<file path="config.mk">
export PLATFORM = sky130hd
export DESIGN_NAME = byte_unstriping
export DESIGN_NICKNAME = d
export VERILOG_FILES = /design/src/rtl/byte_striping_pkg.sv /design/src/rtl/lane_fifo.sv /design/src/rtl/byte_unstriping.sv
export SDC_FILE = /design/constraint.sdc
export NUM_CORES = 1
export LEC_CHECK = 0
export CORE_MARGIN = 2
export CORE_UTILIZATION = 60
export DETAILED_ROUTE_END_ITERATION = 16
export MAX_ROUTING_LAYER = met4
export PLACE_DENSITY = 0.81
export SLEW_MARGIN = 30
export SYNTH_ARGS = -nofsm -noshare
export SYNTH_HDL_FRONTEND = slang
export SYNTH_SLANG_ARGS = --single-unit
</file>
<file path="constraint.sdc">
create_clock -name clk1Mhz -period 7.34 [get_ports clk1Mhz]
set_input_delay 2.202 -clock clk1Mhz [delete_from_list [all_inputs] [get_ports clk1Mhz]]
set_output_delay 2.202 -clock clk1Mhz [all_outputs]
set_load 0.02 [all_outputs]
</file>
<file path="src/rtl/byte_striping_pkg.sv">
// byte_striping_pkg: lane count, byte width, FSM state and lane index types shared by striper and unstriper
package byte_striping_pkg;
  localparam int LANES = 4;
  localparam int DATA_W_DEF = 8;
  typedef enum logic {IDLE, RUN} state_e;
  typedef logic [1:0] lane_t;
endpackage

</file>
<file path="src/rtl/lane_fifo.sv">
// lane_fifo: per-lane synchronous FIFO with extra pointer bit for full/empty, no write-to-read bypass
module lane_fifo #(
  parameter int DATA_W = 8,
  parameter int DEPTH = 4
) (
  input  logic              clk,
  input  logic              rst_n,
  input  logic              push_i,
  input  logic              pop_i,
  input  logic [DATA_W-1:0] data_i,
  output logic [DATA_W-1:0] data_o,
  output logic              full_o,
  output logic              empty_o
);
  localparam int AW = $clog2(DEPTH);
  logic [AW:0] wr_q, rd_q;
  logic [DATA_W-1:0] mem_q [DEPTH];
  logic do_push, do_pop;
  assign empty_o = wr_q == rd_q;
  assign full_o = (wr_q[AW] != rd_q[AW]) && (wr_q[AW-1:0] == rd_q[AW-1:0]);
  assign do_pop = pop_i & ~empty_o;
  assign do_push = push_i & (~full_o | do_pop);
  assign data_o = mem_q[rd_q[AW-1:0]];
  // read/write pointers; a pop frees the full slot so a same-cycle push is accepted
  always_ff @(posedge clk or negedge rst_n) begin
    if (!rst_n) begin
      wr_q <= '0;
      rd_q <= '0;
    end else begin
      if (do_push) wr_q <= wr_q + 1'b1;
      if (do_pop) rd_q <= rd_q + 1'b1;
    end
  end
  // storage array, contents are don't-care until written
  always_ff @(posedge clk) begin
    if (do_push) mem_q[wr_q[AW-1:0]] <= data_i;
  end
endmodule

</file>
<file path="src/rtl/byte_unstriping.sv">
// byte_unstriping: reassembles four skewed lanes into one byte stream; UNSTRIPE_HOLD_LAST_EN holds last byte when idle
module byte_unstriping
  import byte_striping_pkg::*;
#(
  parameter int DATA_W = DATA_W_DEF,
  parameter int DEPTH = 4
) (
  input  logic              clk1Mhz,
  input  logic              reset,
  input  logic [DATA_W-1:0] stripedLane0,
  input  logic [DATA_W-1:0] stripedLane1,
  input  logic [DATA_W-1:0] stripedLane2,
  input  logic [DATA_W-1:0] stripedLane3,
  input  logic              lane0VLD,
  input  logic              lane1VLD,
  input  logic              lane2VLD,
  input  logic              lane3VLD,
  output logic [DATA_W-1:0] unstripedOUT,
  output logic              unstripedVLD,
  output logic [1:0]        counter,
  output logic              overflow
);
  logic [DATA_W-1:0] lane_data [LANES];
  logic [DATA_W-1:0] fifo_dout [LANES];
  logic [LANES-1:0] push, pop, full, empty;
  state_e state_q, state_d;
  lane_t cnt_q, cnt_d;
  logic [DATA_W-1:0] out_q, out_d;
  logic vld_q, vld_d, ovf_q, ovf_d;
  assign lane_data[0] = stripedLane0;
  assign lane_data[1] = stripedLane1;
  assign lane_data[2] = stripedLane2;
  assign lane_data[3] = stripedLane3;
  assign push = {lane3VLD, lane2VLD, lane1VLD, lane0VLD};
  assign unstripedOUT = out_q;
  assign unstripedVLD = vld_q;
  assign counter = cnt_q;
  assign overflow = ovf_q;
  for (genvar g = 0; g < LANES; g++) begin : g_lane
    lane_fifo #(.DATA_W(DATA_W), .DEPTH(DEPTH)) u_fifo (
      .clk    (clk1Mhz),
      .rst_n  (reset),
      .push_i (push[g]),
      .pop_i  (pop[g]),
      .data_i (lane_data[g]),
      .data_o (fifo_dout[g]),
      .full_o (full[g]),
      .empty_o(empty[g])
    );
  end
  // align on all lanes non-empty, then pop strictly round-robin, stalling on an empty lane
  always_comb begin
    state_d = state_q;
    cnt_d = cnt_q;
    pop = '0;
    vld_d = 1'b0;
`ifdef UNSTRIPE_HOLD_LAST_EN
    out_d = out_q;
`else
    out_d = '0;
`endif
    case (state_q)
      IDLE: state_d = |empty ? IDLE : RUN;
      RUN: begin
        if (cnt_q == 2'd0 && &empty) state_d = IDLE;
        else if (!empty[cnt_q]) begin
          pop[cnt_q] = 1'b1;
          out_d = fifo_dout[cnt_q];
          vld_d = 1'b1;
          cnt_d = cnt_q + 2'd1;
        end
      end
      default: state_d = IDLE;
    endcase
    ovf_d = ovf_q | (|(push & full & ~pop));
  end
  // registered outputs and FSM state
  always_ff @(posedge clk1Mhz or negedge reset) begin
    if (!reset) begin
      state_q <= IDLE;
      cnt_q <= '0;
      out_q <= '0;
      vld_q <= 1'b0;
      ovf_q <= 1'b0;
    end else begin
      state_q <= state_d;
      cnt_q <= cnt_d;
      out_q <= out_d;
      vld_q <= vld_d;
      ovf_q <= ovf_d;
    end
  end
endmodule

</file>
==> flow_summary.json <==
{
  "syn_nets": 424,
  "clock_sinks": 165,
  "synth_edf_count": 128,
  "finalSetupViolCount": 0,
  "cts_tree": "built",
  "cellPowerDensity_mw_per_mm2": 466,
  "critPathKind": "flip-flop to output port",
  "grt_usage_pct": 23.7,
  "wl_per_cell_um": 23.4,
  "ys.flop_type": "edfxtp_1",
  "wirelength_um": 13400,
  "hold_buffers": 0,
  "clk_pin_slew_worst_paths_ns": 0.06,
  "cp_slowest_cell": "clkdlybuf4s50_1",
  "outcome": "finished, final reports clean",
  "die_area_mm2": 0.0126,
  "crit_buf_inv": 1,
  "drc_errors": 0,
  "reg2reg_from": "counter[1]",
  "startpoint": "counter[0]",
  "max_slew_margin_pct": 43.3,
  "worstMarginPinSlew_ns": 0.850,
  "reg2reg_to": "g_lane[3].u_fifo.rd_q[1]",
  "critPathRequiredTime_ns": 5.14,
  "grt_max_degree": 38,
  "grt_overflow_total": 0,
  "ys_types": 37,
  "cts_buffers": 17,
  "switchingPower_w": 0.00123,
  "cp-end-kind": "output port",
  "endpoint": "counter[0]",
  "yosysWarnings": 0,
  "initial_core_util_pct": 61.7,
  "num_vias": 3425,
  "placed_area_mm2": 0.00759,
  "irDropWorstVdd_mv": 0.306,
  "post_cts_buffers": 0,
  "swShare_pct": 32.0,
  "path_depth": 1,
  "finalMaxSlewViolations": 0,
  "maxCapViolCount": 0,
  "synth_area_per_cell_um2": 19.5,
  "clk_latency_ns": 0.42,
  "num_rows": 39,
  "post_cts_resized": 0,
  "rsz0062_at_grt": "false",
  "leakagePower_nw": 2.97,
  "place_congestion": 0.786,
  "cp_data_arrival_time_ns": 1.78,
  "clkPwrFrac_pct": 24.7,
  "clock-root-buffer": "clkbuf_16",
  "core_mm2": 0.0114,
  "ys_ff_latch": 165,
  "portBuffers": 49,
  "die_w_um": 112,
  "die_h_um": 112,
  "clock.fmax_mhz": 251,
  "route.antenna.remaining_nets": 0,
  "grt_pass1_wl_um": 20800,
  "hp-class": "flip-flop to flip-flop",
  "fin_crit_ns": 3.98,
  "crit_chain": "clkdlybuf4s50_1",
  "fin_skew_ns": 0.00552,
  "hpwl_um": 9220,
  "grt_pass1_vias": 3606,
  "power_frac_seq_pct": 41.5,
  "final_area_mm2": 0.00822,
  "syn_area_mm2": 0.00705,
  "nets": 478,
  "drtPass1Iterations": 5,
  "setup_slack_ns": 3.36,
  "preCtsSetupSlack_ns": 3.39,
  "cpPeakStageDelay_ns": 0.71,
  "cpLargestDelayFamily": "buffers and inverters",
  "ys_seq_area_share_pct": 67.7,
  "r2r_cells": 7,
  "htreeDepth": 4,
  "drtIter0Drc": 344,
  "async_flop_share_pct": 22.4,
  "final_layout_size_suffix_gt1_share_pct": 19.1,
  "combPwrFrac_pct": 33.8,
  "fin_hold_ws_ns": 0.491,
  "hp-start": "overflow",
  "fin_setup_tns_ns": 0,
  "clockBufferDepth": 2,
  "internal_power_w": 0.00260,
  "via_per_inst": 5.99,
  "syn_inst": 362,
  "hold_violations": 0,
  "r2r_slack_ns": 4.28,
  "antenna_cells": 0,
  "critPathLaunchType": "flip-flop",
  "area_growth_pct": 16.7,
  "critPathMaxFanout": 12,
  "fin_crit_sh_pct": 54.3,
  "grt_antenna_before_repair": 0,
  "ios": 50,
  "min_path_cells": 1
}
## logic make-up (layout without fill, tap and decap cells)
| logic type | count (synthesis) | after routing | share of synthesized area (%) |
|---|---|---|---|
| flops | 165 | 165 | 67.7 |
| buf+inv | 25 | 92 | 2.33 |
| mux | 45 | 45 | 14.1 |
| compound gates | 16 | 16 | 1.67 |
| xor+xnor | 29 | 29 | 4.77 |
| simple gates | 58 | 58 | 5.20 |
| fa+ha+maj | 24 | 24 | 4.26 |
## how the worst min path moves through the flow
stage,endpoint,slack [ns]
2_1_floorplan,g_lane[1].u_fifo.wr_q[2],0.46
3_3_place_gp,overflow,0.46
6_report,overflow,0.49
3_5_place_dp,g_lane[3].u_fifo.rd_q[2],0.48
4_1_cts,g_lane[2].u_fifo.rd_q[2],0.50
5_1_grt,overflow,0.50
## sequential cells by signal, summed over array words and instances, names as in the netlist
register and flops:
counter 2, g_lane.u_fifo.mem_q 128, g_lane.u_fifo.rd_q 12, g_lane.u_fifo.wr_q 12, overflow 1, state_q 1, unstripedOUT 8, unstripedVLD 1
## power groups by stage
stage,sequential [W],clock [W],combinational [W]
2_1_floorplan,0.00148,0,0.00104
3_3_place_gp,0.00159,0,0.00123
3_5_place_dp,0.00161,0,0.00128
4_1_cts,0.00160,0.000956,0.00130
5_1_grt,0.00163,0.000995,0.00140
6_report,0.00159,0.000945,0.00129
## worst reg2reg max path: stages, from the launching register on
cell and delay [ns]:
dfrtp_1 0.42, inv_1 0.46, ha_1 0.35, nand4_1 0.11, or4_1 0.59, and3_1 0.46
nand3_2 0.21, mux2_1 0.34
## metal layers
| metal | global-route usage (%) | wire, um | vias to the layer above |
|---|---|---|---|
| li1 | - | - | 1536 |
| met1 | 31.6 | 5610 | 1751 |
| met2 | 36.2 | 6730 | 118 |
| met3 | 6.21 | 740 | 20 |
| met4 | 8.05 | 277 | 0 |
| met5 | - | 0 | - |
## metrics by stage
step | instances | power [W] | utilization (%)
after floorplan | 362 | 0.00253 | -
after global placement | 540 | 0.00282 | 66.5
after detailed placement | 540 | 0.00289 | 66.5
after CTS | 572 | 0.00386 | 72.0
after global routing | 572 | 0.00402 | 72.0
final | 572 | 0.00383 | 72.0
## synth_stat cells (all sizes together), types with 4 or more instances
master / instances / share of area, %
a32o: 4 / 0.64
xor2: 9 / 1.1
edfxtp: 128 / 55
dfrtp: 37 / 13
and2: 24 / 2.3
inv: 11 / 0.59
ha: 24 / 4.3
mux2: 4 / 0.64
nand2: 9 / 0.48
buf: 12 / 1.6
mux4: 41 / 13
xnor2: 20 / 3.7
nand4: 4 / 0.35
o21ai: 5 / 0.35
and3: 5 / 0.44
nand3: 6 / 0.57
## cell type report
type,instances,area [um^2]
clock buffer,22,454
clock inverter,10,179
fill,706,3190
inverter,11,41.3
multi-input combinational,172,2120
sequential,165,4770
tap,143,179
timing repair buffer,49,485
## cells in the final DEF, fill, tap and decap left out, types with 2 or more instances in the layout
cell type / instances
mux4_1: 7
mux2_1: 4
xnor2_1: 12
nand3_1: 4
clkbuf_16: 17
and4_1: 3
o21ai_0: 4
nand2_1: 9
and2_1: 20
a21oi_1: 3
bufinv_16: 5
xor2_1: 9
xnor2_4: 2
or4_1: 2
clkbuf_1: 4
edfxtp_1: 128
inv_1: 10
xnor2_2: 6
nand4_1: 4
and2_4: 4
and3_1: 5
mux4_2: 34
clkinv_1: 2
a32o_2: 4
ha_1: 24
clkdlybuf4s50_1: 48
a41oi_1: 2
nand3_2: 2
dfrtp_1: 37
Power figures use the tool's default switching activity.
